**config.mk**
```make
export PLATFORM = sky130hd
export DESIGN_NAME = uart_rx_os
export DESIGN_NICKNAME = d
export VERILOG_FILES = /design/src/rtl/uart_rx_os.sv
export SDC_FILE = /design/constraint.sdc
export NUM_CORES = 1
export LEC_CHECK = 0
export ABC_AREA = 1
export CORE_MARGIN = 2
export CORE_UTILIZATION = 50
export CTS_CLUSTER_DIAMETER = 30
export CTS_CLUSTER_SIZE = 16
export DETAILED_ROUTE_END_ITERATION = 12
export PLACE_DENSITY = 0.74
export RECOVER_POWER = 100
export SKIP_CTS_REPAIR_TIMING = 1
export SYNTH_ARGS = -nofsm -noshare
export SYNTH_HDL_FRONTEND = slang
export SYNTH_SLANG_ARGS = --single-unit
```
**constraint.sdc**
```tcl
create_clock -name clk -period 1.3 [get_ports clk]
set_input_delay 0.195 -clock clk [delete_from_list [all_inputs] [get_ports clk]]
set_output_delay 0.195 -clock clk [all_outputs]
set_load 0.01 [all_outputs]
```
**src/rtl/uart_rx_os.sv**
```systemverilog
// -----------------------------------------------------------------------------
// uart_rx_os -- oversampled UART receiver
//
// Deserializes asynchronous 8N1 frames (8E1 when UART_RX_PARITY_EN is defined)
// from the rx line into parallel bytes for the protocol mux. Each bit is
// CLKS_PER_BIT clocks long. The start bit is qualified at its midpoint, and
// every later bit is sampled one full bit period after the previous sample.
// All samples therefore land at mid-bit.
//
// Parameters
//   CLKS_PER_BIT  clk cycles per bit period (even, >= 4)
//   DATA_BITS     data bits per frame, LSB first (5..8)
//
// Ports
//   clk         system clock, rising edge
//   rst_n       asynchronous active-low reset
//   rx_enable   receiver enable; low forces IDLE and drops any partial frame
//   rx_in       asynchronous serial line, idle high
//   rx_data     last correctly received word (held across errors/aborts)
//   valid       one-cycle pulse: rx_data was just updated
//   busy        high whenever the receiver is not in IDLE
//   frame_err   one-cycle pulse: stop bit sampled low
//   parity_err  (UART_RX_PARITY_EN only) one-cycle pulse alongside valid when
//               the even-parity check fails
//
// Configuration macro: UART_RX_PARITY_EN
//   Defined   -> PARITY state between DATA and STOP, parity_err port present.
//   Undefined -> plain 8N1, no parity state or port.
//
// Timing: valid rises CLKS_PER_BIT/2 + (DATA_BITS+1)*CLKS_PER_BIT + 3 cycles
// after rx_in falls. The 3 cycles are two synchronizer stages plus the output
// register. The parity build adds one more bit period.
// -----------------------------------------------------------------------------
module uart_rx_os #(
  parameter int CLKS_PER_BIT = 16,
  parameter int DATA_BITS    = 8
) (
  input  logic                 clk,
  input  logic                 rst_n,
  input  logic                 rx_enable,
  input  logic                 rx_in,
  output logic [DATA_BITS-1:0] rx_data,
  output logic                 valid,
  output logic                 busy,
  output logic                 frame_err
`ifdef UART_RX_PARITY_EN
  ,
  output logic                 parity_err
`endif
);

  localparam int CNT_W = $clog2(CLKS_PER_BIT);
  localparam int IDX_W = $clog2(DATA_BITS);

  // Sample points within a bit period.
  localparam logic [CNT_W-1:0] HALF_LAST = CNT_W'(CLKS_PER_BIT / 2 - 1);
  localparam logic [CNT_W-1:0] FULL_LAST = CNT_W'(CLKS_PER_BIT - 1);
  localparam logic [IDX_W-1:0] IDX_LAST  = IDX_W'(DATA_BITS - 1);

  typedef enum logic [2:0] {
    IDLE,
    START,
    DATA,
`ifdef UART_RX_PARITY_EN
    PARITY,
`endif
    STOP,
    BREAK
  } state_t;

  state_t                 state;
  logic [CNT_W-1:0]       bit_cnt;
  logic [IDX_W-1:0]       bit_idx;
  logic [DATA_BITS-1:0]   shift_reg;
  logic                   rx_meta;
  logic                   rx_s;
`ifdef UART_RX_PARITY_EN
  logic                   parity_bit;
`endif

  // ---------------------------------------------------------------------------
  // Two-flop synchronizer. Every decision below uses rx_s only.
  // ---------------------------------------------------------------------------
  // NOTE: the synchronizer resets to 1 (line idle), not 0. A zero here would
  // look like a start bit on the first cycle after reset release.
  always_ff @(posedge clk or negedge rst_n) begin
    if (!rst_n) begin
      rx_meta <= 1'b1;
      rx_s    <= 1'b1;
    end else begin
      rx_meta <= rx_in;
      rx_s    <= rx_meta;
    end
  end

  // ---------------------------------------------------------------------------
  // Receive FSM with registered outputs.
  //   IDLE  -> START  on a low line
  //   START -> DATA   if still low at half a bit, else back to IDLE (glitch)
  //   DATA  -> STOP   (or PARITY) after DATA_BITS full-period samples
  //   STOP  -> IDLE   good stop bit: publish the word
  //   STOP  -> BREAK  low stop bit: flag it, then wait for the line to recover
  //   BREAK -> IDLE   once the line is high again
  // ---------------------------------------------------------------------------
  // NOTE: all state and outputs here use non-blocking assignments. The pulse
  // outputs are cleared at the top of every cycle and set only in the branch
  // that fires, so each pulse lasts exactly one cycle.
  always_ff @(posedge clk or negedge rst_n) begin
    if (!rst_n) begin
      state      <= IDLE;
      bit_cnt    <= '0;
      bit_idx    <= '0;
      shift_reg  <= '0;
      rx_data    <= '0;
      valid      <= 1'b0;
      busy       <= 1'b0;
      frame_err  <= 1'b0;
`ifdef UART_RX_PARITY_EN
      parity_bit <= 1'b0;
      parity_err <= 1'b0;
`endif
    end else begin
      valid     <= 1'b0;
      frame_err <= 1'b0;
`ifdef UART_RX_PARITY_EN
      parity_err <= 1'b0;
`endif
      if (!rx_enable) begin
        // Disabling discards any partial frame silently. rx_data is kept.
        state   <= IDLE;
        bit_cnt <= '0;
        bit_idx <= '0;
        busy    <= 1'b0;
      end else begin
        case (state)
          IDLE: begin
            if (!rx_s) begin
              state   <= START;
              bit_cnt <= '0;
              busy    <= 1'b1;
            end
          end

          START: begin
            if (bit_cnt == HALF_LAST) begin
              bit_cnt <= '0;
              if (!rx_s) begin
                state   <= DATA;
                bit_idx <= '0;
              end else begin
                // Line went back high before mid-start: treat as noise.
                state <= IDLE;
                busy  <= 1'b0;
              end
            end else begin
              bit_cnt <= bit_cnt + 1'b1;
            end
          end

          DATA: begin
            if (bit_cnt == FULL_LAST) begin
              bit_cnt <= '0;
              // LSB arrives first; shifting right leaves it in bit 0 at the end.
              shift_reg <= {rx_s, shift_reg[DATA_BITS-1:1]};
              if (bit_idx == IDX_LAST) begin
                bit_idx <= '0;
`ifdef UART_RX_PARITY_EN
                state   <= PARITY;
`else
                state   <= STOP;
`endif
              end else begin
                bit_idx <= bit_idx + 1'b1;
              end
            end else begin
              bit_cnt <= bit_cnt + 1'b1;
            end
          end

`ifdef UART_RX_PARITY_EN
          PARITY: begin
            if (bit_cnt == FULL_LAST) begin
              bit_cnt    <= '0;
              parity_bit <= rx_s;
              state      <= STOP;
            end else begin
              bit_cnt <= bit_cnt + 1'b1;
            end
          end
`endif

          STOP: begin
            if (bit_cnt == FULL_LAST) begin
              bit_cnt <= '0;
              if (rx_s) begin
                rx_data <= shift_reg;
                valid   <= 1'b1;
`ifdef UART_RX_PARITY_EN
                // Even parity: the data bits and the parity bit together hold
                // an even number of ones.
                parity_err <= (^shift_reg) ^ parity_bit;
`endif
                state   <= IDLE;
                busy    <= 1'b0;
              end else begin
                frame_err <= 1'b1;
                state     <= BREAK;
              end
            end else begin
              bit_cnt <= bit_cnt + 1'b1;
            end
          end

          BREAK: begin
            // Ignore the line until it returns high. A held-low break must
            // not be read as a stream of start bits.
            if (rx_s) begin
              state <= IDLE;
              busy  <= 1'b0;
            end
          end

          default: begin
            state   <= IDLE;
            bit_cnt <= '0;
            bit_idx <= '0;
            busy    <= 1'b0;
          end
        endcase
      end
    end
  end

endmodule
```
==> metrics, run 1 <==
status finished with violations; violations in the final reports setup timing; power density relative to cell area 1320 nW/um^2; post-route worst setup slack -104 ps; Post-Place Cells 249; static leakage 0.00117 uW; post-route ant nets 0; slowest cell delay on critical path 510 ps; CTS tree yes; horizontal extent of the die 60.4 um; NumNets Final 223; startpoint type of the worst setup path flop; DP Worst Slack -268 ps; Worst Path Class, Setup flop to flop; Syn-to-layout area delta 32.2%; area leader, netlist sky130_fd_sc_hd__dfrtp_1; unrepaired setup endpoints after global routing yes; dpl cell area ~1900 sq um; # DRC 0; Site Rows 20; detailed router's first-iteration violation count 81; Core Box Area 3030 sq um; TritonCTS buffer count 5; sum of overflow across all layers after global routing 0; part of the Yosys area used for sequential elements 0.490; antenna violations before repair 0; via count of the routed design 1354; clock period minus final worst setup slack roughly 1400 ps; total buffers and inverters traversed by the critical path 1; Least-Margin Pin Slew roughly 550 ps; insertion delay of the later-clocked pin in the worst-skew pair 330 ps; top-level I/O count 15; Die Footprint 3640 sq um; share of layout cells above drive strength 1 0.309; top post-synthesis cells by area sky130_fd_sc_hd__dfrtp_1, sky130_fd_sc_hd__nand2_1, sky130_fd_sc_hd__o21ai_2, sky130_fd_sc_hd__inv_1, sky130_fd_sc_hd__nand3_1; Hold Fails Final Rpt 0; total number of yosys warnings 0; HPWL after detailed placement 2360 um; Max Transition Viols Final 0; cell at the root of the clock tree sky130_fd_sc_hd__clkbuf_4; library cell contributing the largest single delay on the critical path sky130_fd_sc_hd__dfrtp_2; number of global-route vias before repair 1237; total power 2780 uW; setup slack on the worst flop-to-flop path -100 ps; max-capacitance violation count 0; family with the most delay on the worst path simple AND/OR/NAND/NOR gates; critical-path cell list nor2_2 > nand3_2 > inv_4 > o21ai_0 > nand3_2 > nand2_1 > nand2_1; maximum level of the CTS H-tree 2; wirelength, routed 3680 um; element type at the critical path end flop; maximum fanout along the worst path 8; maximum operating frequency between 700 and 800 MHz; portion of synthesized cell area occupied by the leading cell type 0.457; number of non-filler instances in the completed layout 261; maximum clock insertion buffer count 2; diodes inserted 0; Mapped Nets 186; Cell Area, Synth around 1600 sq um; global-route wire length before repair 5410 um; Clock Pin Slew Worst Setup and Hold Paths 100 ps; Min-Delay Path Class flop to flop; Max transition margin 0.633; initial standard-cell utilization of the core 0.524; Num Clock Sinks 31; Mapped Cells about 180; final non-filler cell area ~2100 sq um; via density per instance 5.19; Avg Inst Size Synth 8.87 sq um; final clock period utilization by the worst path 1.08; total global-route track usage 0.202; router iterations before antenna repair 4; required time at the worst-slack endpoint approximately 1600 ps; arrival time at the worst endpoint 1670 ps; overall die height roughly 60 um; count of buffers inserted at the top-level ports 14; clock tree skew after final layout around 9.3 ps; Yosys cell types 29; final setup violation count 22; routability-driven placement congestion ratio 0.897; flops & latches, synth 31; VDD IR-drop max 0.683 mV; Routed wire per std cell 14.1 um; maximum number of pins on one net before global-route repair 22
[worst paths after layout]
path / start / endpoint / cells after the start
setup / recovery: state[2]$_DFFE_PN0P_ / state[1]$_DFFE_PN0P_ / 7
hold / removal: rx_meta$_DFF_PN1_ / rx_s$_DFF_PN1_ / 0
setup reg to reg: state[2]$_DFFE_PN0P_ / state[1]$_DFFE_PN0P_ / 7
hold reg to reg: rx_meta$_DFF_PN1_ / rx_s$_DFF_PN1_ / 0
max in group asynchronous: rst_n / state[0]$_DFFE_PN0P_ / 2
min in group asynchronous: rst_n / busy$_DFFE_PN0P_ / 2
[cells by family (layout without fill, tap and decap cells)]
group	Yosys count	after routing	share of synthesized area
XOR/XNOR	2	2	0.0110
adder cells (fa/ha/maj)	3	3	0.0236
buffers and inverters	25	61	0.0772
flip-flops	31	31	0.490
AND/OR/NAND/NOR	92	94	0.293
AO/OA/AOI/OAI	26	26	0.105
[placed cells by master, fill, tap and decap left out, drive strengths merged]
master         count
o2111ai            1
nor2              18
dfrtp             29
bufinv             1
inv               19
dlymetal6s2s       1
ha                 3
dfstp              2
a21oi              4
buf               17
clkbuf             8
o21ai             20
dlygate4sd3        2
nand3b             2
nand3             14
xor2               2
nor3               2
clkinv             2
dlymetal6s4s      10
nand4              2
clkdlybuf4s50      1
o211ai             1
nand2             56
[cell usage after synthesis (all sizes together)]
cell	instances
buf	5
dfstp	2
o21ai	20
o211ai	1
dfrtp	29
nand3	14
nand3b	2
clkinv	1
ha	3
o2111ai	1
nor2	18
a21oi	4
xor2	2
nand4	1
nand2	55
nor3	2
inv	19
[cell type report]
| class | instances | area, sq um |
|---|---|---|
| Multi-Input combinational cell | 125 | 773 |
| Clock buffer | 6 | 51.3 |
| Clock inverter | 2 | 35.0 |
| Sequential cell | 31 | 781 |
| Inverter | 20 | 82.6 |
| Tap cell | 44 | 55.1 |
| Timing Repair Buffer | 33 | 320 |
| Fill cell | 248 | 930 |
[layer usage]
metal | routed length [um] | track usage | up-vias
met1 | 1550 | 0.257 | 659
met4 | 34 | 0.0921 | 0
met3 | 192 | 0.0448 | 6
met2 | 1900 | 0.329 | 39
met5 | 0 | 0 | -
li1 | - | - | 650
[through the flow]
step,util,hold slack [ps],TNS (ps)
2_1_floorplan,-,-101,0
3_3_place_gp,0.620,347,-4380
3_5_place_dp,0.620,347,-5120
4_1_cts,0.648,179,-3530
5_1_grt,0.693,366,-3450
6_report,0.693,364,-1300
[report_power, final]
group          internal, uW  switching (uW)  total [uW]
registers              1040             111        1150
logic                   322             516         838
clock network           454             330         784
total                  1820             957        2780
Power figures use the tool's default switching activity.
==> run 2, diff against run 1 <==
--- a/config.mk
+++ b/config.mk
@@ -7,11 +7,11 @@
 export LEC_CHECK = 0
 export ABC_AREA = 1
 export CORE_MARGIN = 2
-export CORE_UTILIZATION = 50
+export CORE_UTILIZATION = 56
 export CTS_CLUSTER_DIAMETER = 30
 export CTS_CLUSTER_SIZE = 16
 export DETAILED_ROUTE_END_ITERATION = 12
-export PLACE_DENSITY = 0.74
+export PLACE_DENSITY = 0.78
 export RECOVER_POWER = 100
 export SKIP_CTS_REPAIR_TIMING = 1
 export SYNTH_ARGS = -nofsm -noshare
==> constraint.sdc (replaced) <==
create_clock -name clk -period 1.6 [get_ports clk]
set_input_delay 0.24 -clock clk [delete_from_list [all_inputs] [get_ports clk]]
set_output_delay 0.24 -clock clk [all_outputs]
set_load 0.01 [all_outputs]
==> run 2 against run 1 <==
The flow now finishes without violations. Count of clock-buffer cells in the layout stayed put. Worst setup slack better by 210 ps. Power is 32% lower. Die area is 10% lower. Design area is 14% lower. Sequential cell count stayed put.
==> metrics, run 2 (synthesis gave the netlist of run 1 again) <==
diodes inserted 0 (unchanged); cell at the root of the clock tree sky130_fd_sc_hd__clkbuf_4; Max Transition Viols Final 0 (unchanged); arrival time at the worst endpoint 1250 ps (-420 ps); Core Box Area 2730 sq um (-9.7%); Syn-to-layout area delta 14.1%; slowest cell delay on critical path 550 ps (+40 ps); portion of total power attributed to the clock network 0.231 (-0.052); Least-Margin Pin Slew 718 ps (+167 ps); clock tree skew after final layout 17.9 ps (+8.59 ps); max-capacitance violation count 0 (unchanged); Clock Pin Slew Worst Setup and Hold Paths 100 ps (about the same); element type at the critical path end primary output; most frequent standard cell in the layout excluding fill and tap cells sky130_fd_sc_hd__nand2_1; Seq. cell area 778 sq um (-0.32%); maximum clock insertion buffer count 2 (unchanged); unrepaired setup endpoints after global routing no; internal power component 1190 uW (-34%); post-route ant nets 0 (unchanged); commonest cells after routing, fill and taps aside sky130_fd_sc_hd__nand2_1, sky130_fd_sc_hd__dfrtp_1, sky130_fd_sc_hd__inv_1; overall die height 57.2 um (-5.1%); switching share of total power 0.364 (+0.0195); Die Footprint 3280 sq um (-10%); critical-path cell list clkdlybuf4s50_1; NumNets Final 206 (-7.6%); detailed router's first-iteration violation count 58 (-28%); total global-route track usage 0.214 (+0.0129); Num Clock Sinks 31 (unchanged); combined area of the multi-input logic cells 684 sq um (-11%); static leakage 0.000885 uW (-24%); Routed wire per std cell 12.6 um (-11%); global-route wire length before repair 5380 um (-0.50%); Hold Fails Final Rpt 0 (unchanged); CTS tree yes; via density per instance 5.37 (+3.5%); sum of overflow across all layers after global routing 0 (unchanged); via count of the routed design 1240 (-8.4%); clock period minus final worst setup slack between 1000 and 1500 ps; routability-driven placement congestion ratio 0.796 (-11%); Combinational Power Share 0.270 (-0.032); maximum operating frequency 670 MHz; final clock period utilization by the worst path 0.932; number of global-route vias before repair 1243 (+0.49%); maximum fanout along the worst path 2 (-6); maximum level of the CTS H-tree 2 (unchanged); VDD IR-drop max 1.13 mV (+65%); top-level I/O count 15 (unchanged); Min-Delay Path Class flop to flop; share of layout cells above drive strength 1 0.215 (-0.0938); status finished, final reports clean; core occupancy in the finished layout 0.663 (-0.0303); family with the most delay on the worst path buffers and inverters; Max transition margin 0.521 (-0.112); sequential fraction of design power 0.499 (+0.083); total buffers and inverters traversed by the critical path 1 (unchanged); # DRC 0 (unchanged); required time at the worst-slack endpoint 1360 ps (-210 ps); Site Rows 19 (-5.0%); final setup violation count 0 (-100%); number of filler instances in the final layout 217 (-13%); initial standard-cell utilization of the core 0.581 (+0.0564); maximum number of pins on one net before global-route repair 32 (+45%); horizontal extent of the die 57.2 um (-5.1%); power density relative to cell area 1040 nW/um^2 (-22%); insertion delay of the later-clocked pin in the worst-skew pair 330 ps (about the same); startpoint type of the worst setup path flop; antenna violations before repair 0 (unchanged); Worst Path Class, Setup flop to primary output; library cell contributing the largest single delay on the critical path sky130_fd_sc_hd__clkdlybuf4s50_1; TritonCTS buffer count 5 (unchanged); hold slack final 360 ps (-4.14 ps); count of buffers inserted at the top-level ports 14 (unchanged); wirelength, routed 2910 um (-21%); net switching component of the power 685 uW (-28%); HPWL after detailed placement 2130 um (-9.8%); router iterations before antenna repair 4 (unchanged)
-- run 2: changes by cell type in the layout (fill, tap and decap cells not counted), moves of 2 or more --
cell                              previous run  this run
sky130_fd_sc_hd__buf_4                      15         2
sky130_fd_sc_hd__clkdlybuf4s50_1             1        11
sky130_fd_sc_hd__dfrtp_1                    27        29
sky130_fd_sc_hd__dfrtp_2                     2         0
sky130_fd_sc_hd__dlymetal6s4s_1             10         0
sky130_fd_sc_hd__nand2_8                     2         0
sky130_fd_sc_hd__nor2_1                      7        10
sky130_fd_sc_hd__nor2_4                      5         2
-- run 2: power groups by stage --
stage / registers, uW / logic, uW / clock network [uW]
3_5_place_dp: 950 / 515 / 0
5_1_grt: 953 / 589 / 490
3_3_place_gp: 948 / 499 / 0
2_1_floorplan: 916 / 411 / 0
6_report: 938 / 507 / 435
4_1_cts: 935 / 518 / 451
-- run 2: area by class of cell --
type	count	area share
Multi-Input combinational cell	123	0.378
Sequential cell	31	0.430
Tap cell	31	0.0214
Clock inverter	2	0.00691
Clock buffer	6	0.0228
Inverter	20	0.0421
Timing Repair Buffer	18	0.0994
-- run 2: per-stage QoR --
stage          worst slack [ps]  setup TNS, ps  total power, uW  cell area, sq um  instances
3_5_place_dp              -64.5           -415             1470              1740        222
3_3_place_gp              -25.5           -164             1450              1740        222
4_1_cts                    61.8              0             1900              1800        230
2_1_floorplan               270              0             1330              1590        179
6_report                    108              0             1880              1810        231
5_1_grt                    5.91              0             2030              1810        231
-- run 2: per-layer routing --
metal / up-vias / wire length (um) / share of wire / GRT usage
met4: 0 / 27 / 0.0093 / 0.0797
met2: 21 / 1480 / 0.51 / 0.355
li1: 613 / - / - / -
met3: 4 / 110 / 0.038 / 0.0658
met1: 602 / 1290 / 0.44 / 0.266
met5: - / 0 / 0 / 0
-- run 2: worst paths after layout --
path	start	end	slack (ps)	cells after the start
worst max-delay path	rx_data[6]$_DFFE_PN0P_	rx_data[6]	110	1
worst min-delay path	rx_meta$_DFF_PN1_	rx_s$_DFF_PN1_	360	0
worst max register to register	bit_cnt[0]$_DFFE_PN0P_	bit_idx[1]$_DFFE_PN0P_	130	8
worst min register to register	rx_meta$_DFF_PN1_	rx_s$_DFF_PN1_	360	0
max in group asynchronous	rst_n	bit_idx[2]$_DFFE_PN0P_	640	2
min in group asynchronous	rst_n	shift_reg[0]$_DFFE_PN0P_	490	2
==> variant 1 (config.mk and constraints of run 1) <==
Reset style: synchronous (`rst_n`), changed in 2 clocked blocks. Comments in the files are not updated.
--- a/src/rtl/uart_rx_os.sv
+++ b/src/rtl/uart_rx_os.sv
@@ -83,7 +83,7 @@
   // ---------------------------------------------------------------------------
   // NOTE: the synchronizer resets to 1 (line idle), not 0. A zero here would
   // look like a start bit on the first cycle after reset release.
-  always_ff @(posedge clk or negedge rst_n) begin
+  always_ff @(posedge clk) begin
     if (!rst_n) begin
       rx_meta <= 1'b1;
       rx_s    <= 1'b1;
@@ -105,7 +105,7 @@
   // NOTE: all state and outputs here use non-blocking assignments. The pulse
   // outputs are cleared at the top of every cycle and set only in the branch
   // that fires, so each pulse lasts exactly one cycle.
-  always_ff @(posedge clk or negedge rst_n) begin
+  always_ff @(posedge clk) begin
     if (!rst_n) begin
       state      <= IDLE;
       bit_cnt    <= '0;
Behaviour: differs if rst_n is asserted again (counterexample within 4 cycles, from zero or initial values and one cycle with rst_n low); with rst_n held inactive, the same outputs for 10 cycles.
==> variant 1 against run 1 <==
- the flow still finishes with violations (setup timing)
- total power fell by 29%
- cell area down 6.5%
- routed wire length shrank 10%
- clock skew grew 0.0054 ns
- sequential share of layout area down 5.1 points
- setup slack improved by 0.050 ns
- sequential cell count stayed put
- clock power decreased by 36%
- synthesized area down 11%
==> variant 1: results (changes against run 1) <==
Synth
  – Post-synth top cells: 37 x nor2_1, 31 x dfxtp_1, 28 x inv_1 (was 50 x nand2_1, 29 x dfrtp_1, 16 x inv_1)
  – Syn Area/Cell: 7.26 um2 (was 8.87 um2)
  – Register area share after synthesis: 0.440 (was 0.490)
  – Synth Flop Type: dfxtp_1 (was dfrtp_1)
  – Syn_nets: 201 (was 186)
  – Distinct cell type count after synthesis: 23 (was 29)
  – Async SR Flop Fraction: 0 (was 1.00)
  – Ys Warns: 0 (unchanged)
  – Largest cells by area after synthesis: dfxtp_1 44%, nor2_1 9.9%, inv_1 7.5% (was dfrtp_1 46%, nand2_1 12%, o21ai_2 3.9%)

Final layout
  – Fin nets: 244 (was 223)
  – Share of layout cells above drive strength 1: 0.347 (was 0.309)

Timing
  – Worst Skew: 0.0147 ns (was 0.00933 ns)
  – Final Worst Setup Slack: -0.0540 ns (was -0.104 ns)
  – Setup violators final: 22 (unchanged)
  – Worst Tran Pin Value: 0.268 ns (was 0.550 ns)

Setup path
  – R2R cell count: 8 (was 7)
  – Reg-to-Reg End: bit_idx[1] (was state[1])
  – Crit path DAT: 1.58 ns (was 1.67 ns)
  – Crit Path Max Fanout: 5 (was 8)
  – Start of the worst register-to-register path: bit_cnt[1] (was state[2])

Global routing
  – GRT Resource Usage Total: 0.201 (was 0.202)
  – Initial antenna violation count: 0 (unchanged)
  – Largest net degree at the start of global routing: 13 (was 22)
  – First-pass GRT wire length: 5150 um (was 5410 um)
  – Vias in the first global route: 1270 (was 1237)

Placed design
  – GPL Wtd Cong: 0.797 (was 0.897)
  – Cells after DPL: 258 (was 249)
  – Post-DP HPWL: 2300 um (was 2360 um)

Detailed routing
  – Iteration-0 DRC Markers: 26 (was 81)
  – WL/cell: 12.4 um (was 14.1 um)
  – Vias per cell: 5.19 (about the same)
  – Total number of vias: 1386 (was 1354)

Hold path
  – Worst hold endpoint: rx_s (unchanged)
  – HP Start: rx_meta (unchanged)
  – Hold path cells: 1 (was 0)
  – Hold crit path type: reg2reg (unchanged)

Clock tree
  – Clock buffer depth: 2 (unchanged)
  – CTS H-tree lvls: 2 (unchanged)

Pwr
  – VDD IR max: 0.000843 V (was 0.000683 V)
  – Leakage: 0.000852 uW (was 0.00117 uW)

Status
  – Failing checks: setup timing (unchanged)
  – Outcome: finished, violations left (unchanged)
==> variant 1: cells by family after synthesis <==
kind of cell	Yosys count	share of synthesized area
xor gates and xnor gates	1	0.00622
AOI/OAI and AO/OA	39	0.140
and+or+nand+nor	87	0.293
adders and majority gates	3	0.0266
DFF	31	0.441
buffers and inverters	33	0.0932
==> variant 1: cell type report <==
type	instances	area [um2]
clock buffers	6	41.3
fillers	207	748
inverters	31	119
multi-input cells	131	803
flip-flops and latches	31	629
well taps	31	38.8
repair buffers	37	330
==> variant 1: routing by layer <==
layer / global-route usage / wire length, um
met5: 0 / 0
met3: 0.0408 / 103
met4: 0.0897 / 48
met1: 0.233 / 1420
met2: 0.356 / 1730
==> variant 1: report_power, final <==
| group | switching [uW] | internal (uW) | total (uW) |
|---|---|---|---|
| combinational | 278 | 186 | 464 |
| clock | 306 | 192 | 498 |
| sequential | 33.0 | 981 | 1010 |
==> variant 1: stage by stage <==
stage | setup TNS, ns | util | setup WS (ns) | hold slack (ns) | area (um2)
global placement | -0.858 | 0.647 | -0.0734 | 0.403 | 1750
floorplan | 0 | - | 0.0368 | 0.302 | 1430
global route | -2.66 | 0.724 | -0.147 | 0.449 | 1960
finish | -0.650 | 0.724 | -0.0540 | 0.428 | 1960
detailed placement | -1.83 | 0.647 | -0.146 | 0.411 | 1750
CTS | -1.69 | 0.662 | -0.123 | 0.428 | 1790
==> variant 1: worst max path at each step <==
stage	depth (start not counted)	end	slack, ns	startpoint
3_5_place_dp	5	rx_data[5]	-0.15	rx_enable
3_3_place_gp	6	shift_reg[2]	-0.07	rx_enable
2_1_floorplan	6	shift_reg[0]	0.04	bit_cnt[1]
4_1_cts	1	rx_data[5]	-0.12	rx_data[5]
6_report	8	bit_idx[1]	-0.05	bit_cnt[1]
5_1_grt	9	bit_idx[2]	-0.15	bit_cnt[1]
==> variant 1: critical path: stages, from the launching register on <==
cell and delay, ns:
dfxtp_2 0.36, ha_4 0.16, nand3_4 0.15, inv_4 0.12, nor2_1 0.05, nor2_1 0.11
nand2_2 0.11, o21ai_2 0.13, nor2_1 0.05
==> variant 2 (flow settings as in run 1) <==
Without the edit above. The parameter `CLKS_PER_BIT` goes from 16 to 8.
--- a/src/rtl/uart_rx_os.sv
+++ b/src/rtl/uart_rx_os.sv
@@ -32,7 +32,7 @@
 // register. The parity build adds one more bit period.
 // -----------------------------------------------------------------------------
 module uart_rx_os #(
-  parameter int CLKS_PER_BIT = 16,
+  parameter int CLKS_PER_BIT = 8,
   parameter int DATA_BITS    = 8
 ) (
   input  logic                 clk,
Check against the original RTL: not equivalent (Yosys sat finds a counterexample within 10 cycles, from zero or initial values and one cycle with rst_n low).
==> variant 2 against run 1 <==
- the run still ends with setup timing left
- synthesized cell count unchanged
- critical path type unchanged
- maximum frequency grew 3.6%
- largest power group unchanged
- clock power fell by 37%
- highest routed layer unchanged
- setup slack improved by 0.048 ns
- synthesized area is 0.63% higher
- total power down 4.0%
- sequential cell count down 1
- sequential share of layout area is 1.5 points lower
- cell area increased by 0.89%
- routed wire length is 13% lower
==> variant 2: results (changes against run 1) <==
Final layout
  – Fin nets: 229 (was 223)
  – # diodes: 0 (unchanged)
  – Share of layout cells above drive strength 1: 0.436 (was 0.309)
  – Filler instances: 247 (was 248)

Detailed routing
  – Max Used Layer: met4 (unchanged)
  – Vias per cell: 4.86 (was 5.19)
  – WL met3: 146 um (was 192 um)
  – Wl on met1: 1320 um (was 1550 um)
  – Iteration-0 DRC Markers: 63 (was 81)
  – DRC: 0 (unchanged)
  – Detailed Route WL: 3190 um (was 3680 um)
  – DR WL met2: 1700 um (was 1900 um)
  – WL/cell: 12.1 um (was 14.1 um)

Clock tree
  – Root Buffer: clkbuf_4 (unchanged)
  – CTS Buf Count: 5 (unchanged)
  – Clock slew seen by the registers of the worst setup and hold paths: 0.09 ns
  – CTS H-tree lvls: 2 (unchanged)
  – Later-pin clock latency in the skew report: 0.32 ns

Placed design
  – Post-DP HPWL: 2200 um (was 2360 um)
  – Cells after DPL: 250 (was 249)
  – GPL Wtd Cong: 0.861 (was 0.897)

Setup path
  – Crit Path Max Fanout: 3 (was 8)
  – Crit-path slowest cell: dfrtp_1 (was dfrtp_2)
  – Crit path DAT: 1.62 ns (was 1.67 ns)
  – Crit-path max cell delay: 0.40 ns (was 0.51 ns)

Global routing
  – First-pass GRT wire length: 5240 um (was 5410 um)
  – GRT Resource Usage Total: 0.194 (was 0.202)
  – Grt met3 use: 0.0533 (was 0.0448)
  – M1 GR Usage: 0.243 (was 0.257)
  – Vias in the first global route: 1252 (was 1237)
  – Largest net degree at the start of global routing: 31 (was 22)
  – Met2 usage: 0.326 (was 0.329)

Status
  – Failing checks: setup timing (unchanged)
  – Outcome: finished, violations left (unchanged)

Synth
  – Async SR Flop Fraction: 1.00 (unchanged)
  – Syn_nets: 188 (was 186)
  – Post-synth top cells: 47 x nand2_1, 28 x dfrtp_1, 22 x inv_1 (was 50 x nand2_1, 29 x dfrtp_1, 16 x inv_1)
  – Largest cells by area after synthesis: dfrtp_1 44%, nand2_1 11%, o21ai_2 8.8% (was dfrtp_1 46%, nand2_1 12%, o21ai_2 3.9%)
  – Synth Flop Type: dfrtp_1 (unchanged)
  – Register area share after synthesis: 0.471 (was 0.490)
  – Distinct cell type count after synthesis: 24 (was 29)
  – Syn Inst Count: 179 (unchanged)

Timing
  – Worst Tran Pin Value: 0.725 ns (was 0.550 ns)
  – Final Worst Setup Slack: -0.0554 ns (was -0.104 ns)
  – Setup violators final: 4 (was 22)
  – Worst Skew: 0.00602 ns (was 0.00933 ns)
  – Total negative slack: -0.123 ns (was -1.30 ns)

Pwr
  – Leakage: 0.00126 uW (was 0.00117 uW)
  – VDD IR max: 0.000812 V (was 0.000683 V)

Hold path
  – Hold crit path type: reg2reg (unchanged)
==> variant 2: area by class of cell <==
type	count	area, um2	share of cell area
multi-input cells	121	798	0.377
flip-flops and latches	30	757	0.358
repair buffers	37	365	0.173
inverters	25	93.8	0.0443
well taps	44	55.1	0.0260
clock buffers	5	37.5	0.0177
clock inverters	2	10.0	0.00473
==> variant 2: path summary, 6_finish.rpt <==
kind / start / to / slack, ns / cells after the start
worst min register to register: rx_meta / rx_s / 0.36 / 0
worst min-delay path: rx_meta / rx_s / 0.36 / 0
min in group asynchronous: rst_n / bit_cnt[2] / 0.46 / 2
max in group asynchronous: rst_n / state[0] / 0.34 / 2
worst max register to register: bit_cnt[1] / state[1] / -0.06 / 9
worst max-delay path: bit_cnt[1] / state[1] / -0.06 / 9
==> variant 2: metrics by stage <==
stage	instance area [um2]	setup slack [ns]
after detailed placement	1900	-0.350
after global placement	1900	-0.294
after floorplan	1600	0.0172
after CTS	1950	-0.186
final	2120	-0.0554
after global routing	2120	-0.145
==> variant 2: cells by family (layout without fill, tap and decap cells) <==
group,Yosys count,count (layout),synth area share
AOI/OAI and AO/OA,24,24,0.121
DFF,30,30,0.471
buffers and inverters,29,69,0.0901
adders and majority gates,5,5,0.0392
and+or+nand+nor,91,92,0.278
==> variant 2: worst max-delay path: cells and delay by family (launching register included) <==
kind                       cells  cell delay (ns)
AOI/OAI and AO/OA              1             0.16
and+or+nand+nor                6             0.39
adders and majority gates      1             0.21
DFF                            1             0.40
buffers and inverters          1             0.15
==> variant 2: power by group <==
part / leakage, uW / switching [uW] / internal (uW) / total [uW]
Combinational: 0.000867 / 603 / 444 / 1050
Sequential: 0.000362 / 111 / 1010 / 1120
Clock: 0.0000308 / 300 / 194 / 494
